[src/rtl/video_bank_writer_if.sv]
// Byte-write port from video_bank_writer into the two-bank frame memory.
// Address is {bank, byte_addr}; each write is a single-cycle strobe with no back-pressure.
interface video_bank_writer_if #(
    parameter int unsigned ADDR_W = 14
);
    logic              mem_we;
    logic [ADDR_W:0]   mem_addr;
    logic [7:0]        mem_wdata;

    modport master (output mem_we, mem_addr, mem_wdata);
    modport slave  (input  mem_we, mem_addr, mem_wdata);
endinterface

[src/rtl/video_bank_writer.sv]
// Deserializes the qualified SPI MISO stream into bytes and ping-pongs them into two frame banks.
// Define VIDEO_DROP_CNT_EN to add drop_count, a saturating count of frames the display repeated.
module video_bank_writer #(
    parameter int unsigned FRAME_BYTES = 9600,
    parameter int unsigned ADDR_W      = 14
) (
    input  logic                CLK_40,
    input  logic                reset_n,
    input  logic                SPI_clk_en,
    input  logic                MISO,
    input  logic                write_video,
    input  logic                frame_done,
    video_bank_writer_if.master mem_bus,
    output logic                video_bank_full,
`ifdef VIDEO_DROP_CNT_EN
    output logic [7:0]          drop_count,
`endif
    output logic                disp_bank
);

    typedef enum logic {StFill, StFull} state_e;

    localparam logic [ADDR_W-1:0] LastAddr = ADDR_W'(FRAME_BYTES - 1);

    state_e            state_q, state_d;
    logic [7:0]        shreg_q, shreg_d;
    logic [2:0]        bit_cnt_q, bit_cnt_d;
    logic [ADDR_W-1:0] byte_addr_q, byte_addr_d;
    logic              wr_bank_q, wr_bank_d;
    logic              disp_bank_q, disp_bank_d;
    logic              full_q, full_d;
    logic              mem_we_q, mem_we_d;
    logic [ADDR_W:0]   mem_addr_q, mem_addr_d;
    logic [7:0]        mem_wdata_q, mem_wdata_d;
    logic              frame_done_q;

    logic qual_bit, byte_done, last_byte, fd_evt;

    assign qual_bit  = SPI_clk_en & write_video;
    assign byte_done = (state_q == StFill) & qual_bit & (bit_cnt_q == 3'd7);
    assign last_byte = byte_done & (byte_addr_q == LastAddr);
    // A held-high frame_done counts once: only its rising edge is an event.
    assign fd_evt    = frame_done & ~frame_done_q;

    always_ff @(posedge CLK_40 or negedge reset_n) begin
        if (!reset_n) begin
            state_q <= StFill;
        end else begin
            state_q <= state_d;
        end
    end

    always_comb begin
        state_d = state_q;
        unique case (state_q)
            StFill:  if (last_byte) state_d = StFull;
            StFull:  if (fd_evt)    state_d = StFill;
            default: state_d = StFill;
        endcase
    end

    always_comb begin
        shreg_d     = shreg_q;
        bit_cnt_d   = bit_cnt_q;
        byte_addr_d = byte_addr_q;
        wr_bank_d   = wr_bank_q;
        disp_bank_d = disp_bank_q;
        full_d      = full_q;
        mem_we_d    = 1'b0;
        mem_addr_d  = mem_addr_q;
        mem_wdata_d = mem_wdata_q;
        unique case (state_q)
            StFill: begin
                if (qual_bit) begin
                    shreg_d   = {shreg_q[6:0], MISO};
                    bit_cnt_d = bit_cnt_q + 3'd1;
                    if (byte_done) begin
                        mem_we_d    = 1'b1;
                        mem_wdata_d = {shreg_q[6:0], MISO};
                        mem_addr_d  = {wr_bank_q, byte_addr_q};
                        if (last_byte) begin
                            byte_addr_d = '0;
                            full_d      = 1'b1;
                        end else begin
                            byte_addr_d = byte_addr_q + 1'b1;
                        end
                    end
                end else if (SPI_clk_en) begin
                    // Qualifier dropped mid-byte: restart the byte at the same address.
                    bit_cnt_d = 3'd0;
                end
            end
            StFull: begin
                shreg_d   = 8'h00;
                bit_cnt_d = 3'd0;
                if (fd_evt) begin
                    disp_bank_d = wr_bank_q;
                    wr_bank_d   = ~wr_bank_q;
                    full_d      = 1'b0;
                end
            end
            default: ;
        endcase
    end

    always_ff @(posedge CLK_40 or negedge reset_n) begin
        if (!reset_n) begin
            shreg_q      <= 8'h00;
            bit_cnt_q    <= 3'd0;
            byte_addr_q  <= '0;
            wr_bank_q    <= 1'b0;
            disp_bank_q  <= 1'b1;
            full_q       <= 1'b0;
            mem_we_q     <= 1'b0;
            mem_addr_q   <= '0;
            mem_wdata_q  <= 8'h00;
            frame_done_q <= 1'b0;
        end else begin
            shreg_q      <= shreg_d;
            bit_cnt_q    <= bit_cnt_d;
            byte_addr_q  <= byte_addr_d;
            wr_bank_q    <= wr_bank_d;
            disp_bank_q  <= disp_bank_d;
            full_q       <= full_d;
            mem_we_q     <= mem_we_d;
            mem_addr_q   <= mem_addr_d;
            mem_wdata_q  <= mem_wdata_d;
            frame_done_q <= frame_done;
        end
    end

`ifdef VIDEO_DROP_CNT_EN
    logic [7:0] drop_cnt_q;

    always_ff @(posedge CLK_40 or negedge reset_n) begin
        if (!reset_n) begin
            drop_cnt_q <= 8'h00;
        end else if ((state_q == StFill) && fd_evt && (drop_cnt_q != 8'hFF)) begin
            drop_cnt_q <= drop_cnt_q + 8'h01;
        end
    end

    assign drop_count = drop_cnt_q;
`endif

    assign mem_bus.mem_we    = mem_we_q;
    assign mem_bus.mem_addr  = mem_addr_q;
    assign mem_bus.mem_wdata = mem_wdata_q;
    assign video_bank_full   = full_q;
    assign disp_bank         = disp_bank_q;

endmodule

[src/flat_wrapper.sv]
// flat-port wrapper written by rule: the top's interface ports become plain ports
module video_bank_writer_flat 
#(
    parameter int unsigned FRAME_BYTES = 9600,
    parameter int unsigned ADDR_W      = 14
)
  (CLK_40, reset_n, SPI_clk_en, MISO, write_video, frame_done, video_bank_full, disp_bank, mem_bus_mem_we, mem_bus_mem_addr, mem_bus_mem_wdata);
  video_bank_writer_if #(.ADDR_W(ADDR_W)) mem_bus_i ();
  input  logic CLK_40;
  input  logic reset_n;
  input  logic SPI_clk_en;
  input  logic MISO;
  input  logic write_video;
  input  logic frame_done;
  output logic video_bank_full;
  output logic disp_bank;
  output wire logic [$bits(mem_bus_i.mem_we)-1:0] mem_bus_mem_we;
  output wire logic [$bits(mem_bus_i.mem_addr)-1:0] mem_bus_mem_addr;
  output wire logic [$bits(mem_bus_i.mem_wdata)-1:0] mem_bus_mem_wdata;
  assign mem_bus_mem_we = mem_bus_i.mem_we;
  assign mem_bus_mem_addr = mem_bus_i.mem_addr;
  assign mem_bus_mem_wdata = mem_bus_i.mem_wdata;
  video_bank_writer #(.FRAME_BYTES(FRAME_BYTES), .ADDR_W(ADDR_W)) u_core (.CLK_40(CLK_40), .reset_n(reset_n), .SPI_clk_en(SPI_clk_en), .MISO(MISO), .write_video(write_video), .frame_done(frame_done), .mem_bus(mem_bus_i), .video_bank_full(video_bank_full), .disp_bank(disp_bank));
endmodule
[config.mk]
export PLATFORM = sky130hd
export DESIGN_NAME = video_bank_writer_flat
export DESIGN_NICKNAME = d
export VERILOG_FILES = /design/src/rtl/video_bank_writer_if.sv /design/src/rtl/video_bank_writer.sv /design/src/flat_wrapper.sv
export SDC_FILE = /design/constraint.sdc
export NUM_CORES = 1
export LEC_CHECK = 0
export CAP_MARGIN = 20
export CORE_ASPECT_RATIO = 1.5
export CORE_UTILIZATION = 27
export DETAILED_ROUTE_END_ITERATION = 10
export PLACE_DENSITY = 0.48
export SYNTH_ARGS = -nofsm -noshare
export SYNTH_HDL_FRONTEND = slang
export SYNTH_SLANG_ARGS = --single-unit
[constraint.sdc]
create_clock -name CLK_40 -period 2.91 [get_ports CLK_40]
set_input_delay 0.582 -clock CLK_40 [delete_from_list [all_inputs] [get_ports CLK_40]]
set_output_delay 0.582 -clock CLK_40 [all_outputs]
set_load 0.005 [all_outputs]
==> flow_metrics.tcl, run 1 <==
set metrics [dict create \
    grt_overflow 0 \
    post-route-cell-area_sq_um 2810 \
    synth_top_area_share_pct 58.7 \
    yosysSeqAreaShare_pct 59.9 \
    dp_hpwl_mm 3.10 \
    cts-buffers-inserted 5 \
    clk_pin_slew_worst_paths_ns 0.07 \
    cts_htree_levels 2 \
    post-cts-setup-buffers 0 \
    grt_pass1_wl_mm 7.79 \
    antennaDiodeCount 0 \
    antenna_left 0 \
    finalSetupViolations 0 \
    synth.largest_area_cell "dfrtp_1" \
    grt_antenna_before_repair 0 \
    clkPwrFrac_pct 41.7 \
    synth_top_family_by_area "simple AND/OR/NAND/NOR gates" \
    synth_cells 222 \
    worst_pin_slew_ns 0.679 \
    synthArstFlopShare_pct 100 \
    dp_slack_ns 0.484 \
    gp_congestion 0.731 \
    ctsHoldBuffers 0 \
    max-clock-path-buffers 2 \
    synth_fa_ha_area_share_pct 1.69 \
    tns_ns 0 \
    tritoncts "done" \
    place_inst 356 \
    peakVddDrop_v 0.000206 \
    setup_ws_ns 0.814 \
    path_class "in2reg" \
    synth_seq_cells 53 \
    hp-class "in2async" \
    die_area_sq_um 8580 \
    synth_edf_count 0 \
    fin_total_pwr_w 0.00148 \
    synth_ff_type "dfrtp_1" \
    coreArea_sq_um 7960 \
    final_cells 364 \
    synthesis.nets 231 \
    synth-xor-area-share_pct 4.35 \
    drtPass1Iterations 4 \
    syn_to_final_growth_pct 27.0 \
    port_buffers 31 \
    cp_max_fo 9 \
    avgSynthCellArea_sq_um 9.98 \
    yosys_warnings 0 \
    r2r_slack_ns 1.07 \
    status "finished clean" \
    synth_compound_area_share_pct 4.80 \
    p_leak_nw 1.38 \
    synth-simple-area-share_pct 25.5 \
    fmax_ghz 0.477 \
    drc_errors 0 \
    clockRootBuffer "clkbuf_16" \
    r2r_end "u_core.byte_addr_q[11]" \
    synth_mux_area_share_pct 1.02 \
    finalNetCount 267 \
    min_period_ns 2.10 \
    seq_power_share_pct 53.3 \
    routedWlPerCell_microns 12.3 \
    r2r_start "u_core.bit_cnt_q[0]" \
    cp.arrival_ns 2.27 \
    cts_resized 0 \
    cap_violations 0 \
    drt_wl_total_mm 4.47 \
    start_kind "input port" \
    power_switching_w 0.000313 \
    drv_slew 0 \
    synth_cell_types 35 \
    slew_headroom_pct 54.7 \
    grt_pass1_vias 1558 \
    die_h_microns 113 \
    fin_skew_ns 0.00396 \
    intPower_w 0.00117 \
    worstSkewPairLatency_ns 0.29 \
    io_pins 32 \
    routed-via-count 1570 \
    grt_max_degree 54 \
    syn_area_sq_um 2220 \
    rr_worst_depth 7 \
    clock_sinks 53 \
    combPwrFrac_pct 5.1 \
    std_cell_rows 40 \
    cellPowerDensity_nw_per_um2 526 \
    sw_frac_of_total_pct 21.2 \
    drive_above_1_share_pct 10.4 \
    start_util_pct 27.8 \
    finalHoldViolCount 0 \
    drtIter0Drc 74 \
    cp.required_ns 3.09 \
    grt_setup_unrepaired "no" \
    avgViaCountPerCell 4.31 \
    fillers 810 \
    finalCritPeriodShare_pct 72.0 \
    end_kind "register" \
    grt.total_usage_pct 11.6 \
    synth.area.top_cells "dfrtp_1 59%, nand2_1 15%, xnor2_1 3.6%, a21oi_1 2.3%, ha_1 1.7%" \
    placed_cell_area_sq_um 2660 \
    die_w_microns 76.0 \
]
[through the flow]
step / hold WS [ns] / utilization [%]
global route: 0.475 / 35.4
floorplan: 0.286 / -
CTS: 0.446 / 35.4
finish: 0.404 / 35.4
detailed placement: 0.461 / 33.4
global placement: 0.462 / 33.4
[Yosys cell counts (2+ instances only)]
master    number
xor2_1         2
nand2b_1       2
ha_1           3
mux2_2         2
clkbuf_1       4
a21oi_1       10
o21ai_0        3
buf_2          3
o21ai_1        2
nand3_1        5
a21o_1         2
nand4_1        3
nor3_1         2
nor2_1         8
nor3_2         2
nand2_1       88
inv_1          3
dfrtp_1       52
and3_1         2
xnor2_1        9
[power by group through the flow]
stage	clock network, W	registers [W]	logic, W
after CTS	0.000642	0.000787	0.0000780
final	0.000617	0.000788	0.0000748
after floorplan	0	0.000797	0.0000348
after global routing	0.000675	0.000791	0.0000868
after detailed placement	0	0.000801	0.0000777
after global placement	0	0.000801	0.0000758
[critical path, cell delays in order]
cell and delay [ns]:
clkdlybuf4s50_1 0.59, nand4b_2 0.22, buf_4 0.23, nor4_4 0.37, nand3_1 0.14, xnor2_1 0.13
[sequential cells by signal (all words and copies together) (netlist names)]
signal,count
u_core.shreg_q,7
u_core.byte_addr_q,14
u_core.mem_bus.mem_addr,15
u_core.disp_bank,1
u_core.video_bank_full,1
u_core.mem_bus.mem_wdata,8
u_core.mem_bus.mem_we,1
u_core.wr_bank_q,1
u_core.frame_done_q,1
u_core.state_q,1
u_core.bit_cnt_q,3
[per-layer routing]
metal	vias up	track usage (%)	share of wire, %
li1	795	-	-
met1	743	14.7	46
met2	28	18.5	48
met3	4	3.23	4.3
met4	0	5.00	1.6
met5	-	0	0
[cells in the final DEF, fill, tap and decap left out, types with 2 or more instances in the layout]
cell              n
nor2_1            8
ha_1              3
nand4_1           3
o21ai_1           2
nor3_1            2
and3_1            2
a21oi_1          10
buf_4             7
xnor2_1           9
a21o_1            2
nand3_1           5
o21ai_0           3
xor2_1            2
clkdlybuf4s50_1  30
nand2b_1          2
nor3_2            2
nand2_1          88
dfrtp_1          52
inv_1             3
mux2_2            2
clkbuf_8          2
clkbuf_16         5
[how the worst max path moves through the flow]
stage                                        end  depth (start not counted)                start
final                     u_core.byte_addr_q[11]                          6           SPI_clk_en
after global routing      u_core.byte_addr_q[11]                          6           SPI_clk_en
after CTS                 u_core.byte_addr_q[11]                          6           SPI_clk_en
after detailed placement  u_core.byte_addr_q[11]                          6           SPI_clk_en
after global placement    u_core.byte_addr_q[10]                          5           SPI_clk_en
after floorplan           u_core.byte_addr_q[11]                          6  u_core.bit_cnt_q[0]
[cell families (layout without fill, tap and decap cells)]
kind of cell | count (synthesis) | after routing
adder cells (fa/ha/maj) | 3 | 3
XOR/XNOR | 11 | 11
buffers and inverters | 12 | 49
multiplexers | 2 | 2
AND/OR/NAND/NOR | 122 | 122
AO/OA/AOI/OAI | 19 | 19
flip-flops | 53 | 53
[cell type report]
type,count,area [sq um],share of cell area (%)
Sequential cell,53,1330,47.2
Multi-Input combinational cell,157,828,29.4
Timing Repair Buffer,38,358,12.7
Clock buffer,7,153,5.42
Tap cell,105,131,4.67
Inverter,3,11.3,0.400
Clock inverter,1,5.00,0.178
No activity file was read; power rests on OpenSTA's default activity.
==> run 2: changes to the inputs <==
==> constraint.sdc (replaced) <==
create_clock -name CLK_40 -period 2.2 [get_ports CLK_40]
set_input_delay 0.44 -clock CLK_40 [delete_from_list [all_inputs] [get_ports CLK_40]]
set_output_delay 0.44 -clock CLK_40 [all_outputs]
set_load 0.005 [all_outputs]
==> run 2 against run 1 <==
  * Critical endpoint is now u_core.mem_bus.mem_addr[7]
  * Critical path depth increased by 2
  * Highest routed layer unchanged
  * Setup slack got worse by 0.44 ns
  * Critical path type is now reg2reg
  * Sequential power increased by 32%
==> flow_metrics.tcl, run 2 (synthesized netlist as in run 1, its figures left out) <==
set metrics [dict create \
    std_cell_rows 40 \
    fin_skew_ns 0.00680 \
    post-cts-setup-buffers 0 \
    finalCritPeriodShare_pct 83.0 \
    final_core_util_pct 36.1 \
    port_buffers 31 \
    routedWlPerCell_microns 12.5 \
    final_common_cell "nand2_1" \
    cp_max_fo 25 \
    peakVddDrop_v 0.000314 \
    max-clock-path-buffers 2 \
    cts_resized 0 \
    min_period_ns 1.83 \
    cp.arrival_ns 2.00 \
    clock_sinks 53 \
    p_leak_nw 1.41 \
    drive_above_1_share_pct 11.4 \
    grt_pass1_vias 1596 \
    grt_max_degree 26 \
    tritoncts "done" \
    finalNetCount 271 \
    drv_slew 0 \
    cts-buffers-inserted 5 \
    grt_overflow 0 \
    cp.required_ns 2.37 \
    start_kind "register" \
    slew_headroom_pct 66.8 \
    startpoint "u_core.bit_cnt_q[0]" \
    cap_violations 0 \
    ctsHoldBuffers 0 \
    hp-class "in2async" \
    cts_htree_levels 2 \
    status "finished clean" \
    die_h_microns 113 \
    drtPass1Iterations 4 \
    dp_slack_ns 0.0619 \
    drc_errors 0 \
    start_util_pct 27.8 \
    tns_ns 0 \
    r2r_start "u_core.bit_cnt_q[0]" \
    finalSetupViolations 0 \
    die_area_sq_um 8580 \
    grt_pass1_wl_mm 7.82 \
    grt_antenna_before_repair 0 \
    grt_setup_unrepaired "no" \
    antenna_left 0 \
    largest_register_ffs 15 \
    end_kind "register" \
    routed-via-count 1599 \
    path_class "reg2reg" \
    drtIter0Drc 64 \
    fin_total_pwr_w 0.00204 \
    clk_pin_slew_worst_paths_ns 0.07 \
    io_pins 32 \
    worst_pin_slew_ns 0.497 \
    clockRootBuffer "clkbuf_16" \
    die_w_microns 76.0 \
    finalHoldViolCount 0 \
    gp_congestion 0.776 \
    setup_ws_ns 0.374 \
    antennaDiodeCount 0 \
    fmax_ghz 0.548 \
    grt.total_usage_pct 11.7 \
    avgViaCountPerCell 4.35 \
    cellPowerDensity_nw_per_um2 712 \
    coreArea_sq_um 7960 \
    layout_common_cells "88 x nand2_1, 52 x dfrtp_1, 30 x clkdlybuf4s50_1" \
    syn_to_final_growth_pct 29.6 \
    dp_hpwl_mm 3.27 \
    worstSkewPairLatency_ns 0.29 \
    drt_wl_total_mm 4.60 \
]
[run 2: changes by cell type in the layout (fill, tap and decap cells not counted), sizes merged]
cell / before / now
buf: 8 / 12
bufinv: 0 / 1
clkinv: 1 / 0
[run 2: layer usage]
metal	GRT usage, %	up-vias	routed length [microns]
li1	-	806	-
met1	14.2	757	2110
met2	20.0	31	2300
met3	2.50	5	107
met4	5.00	0	82
met5	0	-	0
[run 2: final cells by class]
type / instances / area, sq um
timing repair buffer: 42 / 400
multi-input combinational: 157 / 828
clock buffer: 7 / 143
sequential: 53 / 1330
tap: 105 / 131
clock inverter: 1 / 30.0
fill: 804 / 5090
inverter: 3 / 11.3
[run 2: path summary, 6_finish.rpt]
kind | cells past startpoint | slack, ns | to
worst min-delay path | 1 | 0.12 | u_core.mem_bus.mem_wdata[7]
max in group asynchronous | 2 | 1.48 | u_core.disp_bank
worst max register to register | 8 | 0.37 | u_core.mem_bus.mem_addr[7]
worst min register to register | 2 | 0.47 | u_core.mem_bus.mem_wdata[7]
worst max-delay path | 8 | 0.37 | u_core.mem_bus.mem_addr[7]
min in group CLK_40 | 2 | 0.47 | u_core.mem_bus.mem_wdata[7]
[run 2: critical path, stage by stage, from the launching register on]
cell,delay [ns]
dfrtp_1,0.38
ha_1,0.21
ha_1,0.19
nand4b_2,0.16
buf_4,0.30
inv_1,0.12
buf_4,0.21
nand2_1,0.09
nand2_1,0.05
[run 2: where the power goes]
group	switching [W]	leakage [nW]	internal [W]
Combinational	0.0000540	0.612	0.0000522
Sequential	0.0000280	0.715	0.00101
Clock	0.000328	0.0841	0.000569
Total	0.000410	1.41	0.00163
[run 2: metrics by stage]
step	instance area (sq um)	std cells	hold WS, ns
after CTS	2870	368	0.128
final	2870	368	0.115
after floorplan	2220	222	0.144
after global placement	2700	360	0.433
after detailed placement	2700	360	0.441
after global routing	2870	368	0.153
==> run 3: changes to the inputs <==
--- a/config.mk
+++ b/config.mk
@@ -9,7 +9,7 @@
 export CORE_ASPECT_RATIO = 1.5
 export CORE_UTILIZATION = 27
 export DETAILED_ROUTE_END_ITERATION = 10
-export PLACE_DENSITY = 0.48
+export PLACE_DENSITY = 0.5
 export SYNTH_ARGS = -nofsm -noshare
 export SYNTH_HDL_FRONTEND = slang
 export SYNTH_SLANG_ARGS = --single-unit
==> constraint.sdc (replaced) <==
create_clock -name CLK_40 -period 1.5 [get_ports CLK_40]
set_input_delay 0.3 -clock CLK_40 [delete_from_list [all_inputs] [get_ports CLK_40]]
set_output_delay 0.3 -clock CLK_40 [all_outputs]
set_load 0.005 [all_outputs]
==> run 3 against run 2 <==
  * The run now ends with negative hold slack, negative setup slack left
  * Global-route usage is 0.80 points higher
  * Clock skew barely moved
  * Combinational power increased by 63%
  * Critical path depth is the same
  * First-iteration DRC count fell by 23%
  * Setup slack lost 0.52 ns
  * Clock power rose by 51%
  * Register-to-register slack worse by 0.52 ns
  * Via count increased by 6.9%
  * Wire length grew 1.0%
  * Worst hold slack worse by 0.15 ns
  * Critical endpoint is now u_core.mem_bus.mem_addr[12]
  * Largest cell class unchanged
  * Highest routed layer unchanged
==> flow_metrics.tcl, run 3 (synthesized netlist as in run 1, its figures left out) <==
set metrics [dict create \
    grt_antenna_before_repair 0 \
    grt_setup_unrepaired "yes" \
    post-route-cell-area_sq_um 3200 \
    routed-via-count 1709 \
    placed_cell_area_sq_um 2860 \
    finalHoldViolCount 18 \
    drtPass1Iterations 4 \
    hp-class "in2async" \
    clock_sinks 53 \
    cts-buffers-inserted 5 \
    peakVddDrop_v 0.000519 \
    max-clock-path-buffers 2 \
    io_pins 32 \
    ctsHoldBuffers 0 \
    p_leak_nw 1.62 \
    cp.required_ns 1.69 \
    fmax_ghz 0.609 \
    grt_pass1_vias 1757 \
    start_util_pct 27.8 \
    grt_use_met1_pct 14.7 \
    dp_slack_ns -0.338 \
    min_period_ns 1.64 \
    cp.arrival_ns 1.83 \
    finalNetCount 295 \
    worstSkewPairLatency_ns 0.30 \
    clk_pin_slew_worst_paths_ns 0.07 \
    violations "negative hold slack, negative setup slack" \
    grt_use_met2_pct 21.3 \
    start_kind "register" \
    grt.busiest_layer "met2" \
    drt_wl_total_mm 4.65 \
    largest_register_ffs 15 \
    final_common_cell "nand2_1" \
    cellPowerDensity_nw_per_um2 956 \
    finalSetupViolations 37 \
    die_h_microns 113 \
    finalCritPeriodShare_pct 109 \
    path_class "reg2reg" \
    cp_max_fo 7 \
    drtIter0Drc 49 \
    antenna_left 0 \
    slew_headroom_pct 77.0 \
    drive_above_1_share_pct 28.9 \
    grt_max_degree 54 \
    dp_hpwl_mm 3.28 \
    grt.total_usage_pct 12.5 \
    setup_ws_ns -0.141 \
    drc_errors 0 \
    tritoncts "done" \
    r2r_slack_ns -0.14 \
    end_kind "register" \
    die_area_sq_um 8580 \
    coreArea_sq_um 7960 \
    syn_to_final_growth_pct 44.3 \
    drv_slew 0 \
    cap_violations 0 \
    fin_total_pwr_w 0.00306 \
    clockRootBuffer "clkbuf_16" \
    worst_pin_slew_ns 0.342 \
    gp_congestion 0.757 \
    antennaDiodeCount 0 \
    fillers 817 \
    die_w_microns 76.0 \
    grt_overflow 0 \
    grt_pass1_wl_mm 8.42 \
    avgViaCountPerCell 4.36 \
    cts_htree_levels 2 \
    status "finished, violations left" \
    routedWlPerCell_microns 11.9 \
    port_buffers 31 \
    layout_common_cells "66 x nand2_1, 52 x dfrtp_1, 28 x buf_4" \
    holdWs_ns -0.0303 \
    std_cell_rows 40 \
    fin_skew_ns 0.00684 \
    use_met3_pct 3.31 \
]
==> run 3: where the power goes <==
part	internal, W	leakage (nW)	switching [W]	total, W
clock	0.000800	0.0848	0.000551	0.00135
combinational	0.0000866	0.822	0.0000860	0.000173
sequential	0.00149	0.715	0.0000452	0.00153
==> run 3: repair_timing <==
| action | CTS | global route |
|---|---|---|
| resized for setup | 19 | 23 |
| setup endpoints to repair | 40 | 40 |
| hold endpoints to repair | 0 | 0 |
| gates cloned | 1 | 0 |
| buffers inserted | 5 | 0 |
| pin swaps | 11 | 14 |
==> run 3: worst max-delay path: stages, from the launching register on <==
cell and delay [ns]:
dfrtp_1 0.39, ha_2 0.20, ha_4 0.16, nand4b_4 0.15, buf_6 0.15, clkinvlp_4 0.17, buf_6 0.19, nand2_1 0.06
nand2_1 0.05
==> run 3: path summary, 6_finish.rpt <==
check / from / endpoint / cells past startpoint
min in group CLK_40: u_core.mem_bus.mem_wdata[4] / u_core.mem_bus.mem_wdata[4] / 2
worst max-delay path: u_core.bit_cnt_q[0] / u_core.mem_bus.mem_addr[12] / 8
worst min register to register: u_core.mem_bus.mem_wdata[4] / u_core.mem_bus.mem_wdata[4] / 2
max in group asynchronous: reset_n / u_core.disp_bank / 2
worst max register to register: u_core.bit_cnt_q[0] / u_core.mem_bus.mem_addr[12] / 8
worst min-delay path: reset_n / u_core.mem_bus.mem_addr[8] / 2
==> run 3: layer usage <==
metal  up-vias  routed length, microns
met3         9                     159
met2        30                    2310
met4         0                     125
li1        850                       -
met1       820                    2050
met5         -                       0
==> run 3: final cells by class <==
class                      count  area [sq um]  area share (%)
sequential                    53          1330            41.5
clock buffer                   5           125            3.91
clock inverter                 3          47.5            1.49
inverter                       3          15.0           0.470
timing repair buffer          66           606            18.9
tap                          105           131            4.11
multi-input combinational    157           945            29.5
==> run 3: stage by stage <==
| step | std cells | hold slack, ns | TNS [ns] | util [%] |
|---|---|---|---|---|
| detailed placement | 378 | 0.324 | -11.75 | 35.9 |
| global placement | 378 | 0.321 | -10.04 | 35.9 |
| finish | 392 | -0.0303 | -3.59 | 40.2 |
| CTS | 392 | 0.00191 | -3.63 | 39.4 |
| floorplan | 222 | 0.00441 | -0.330 | - |
| global route | 392 | 0.0123 | -7.05 | 40.2 |
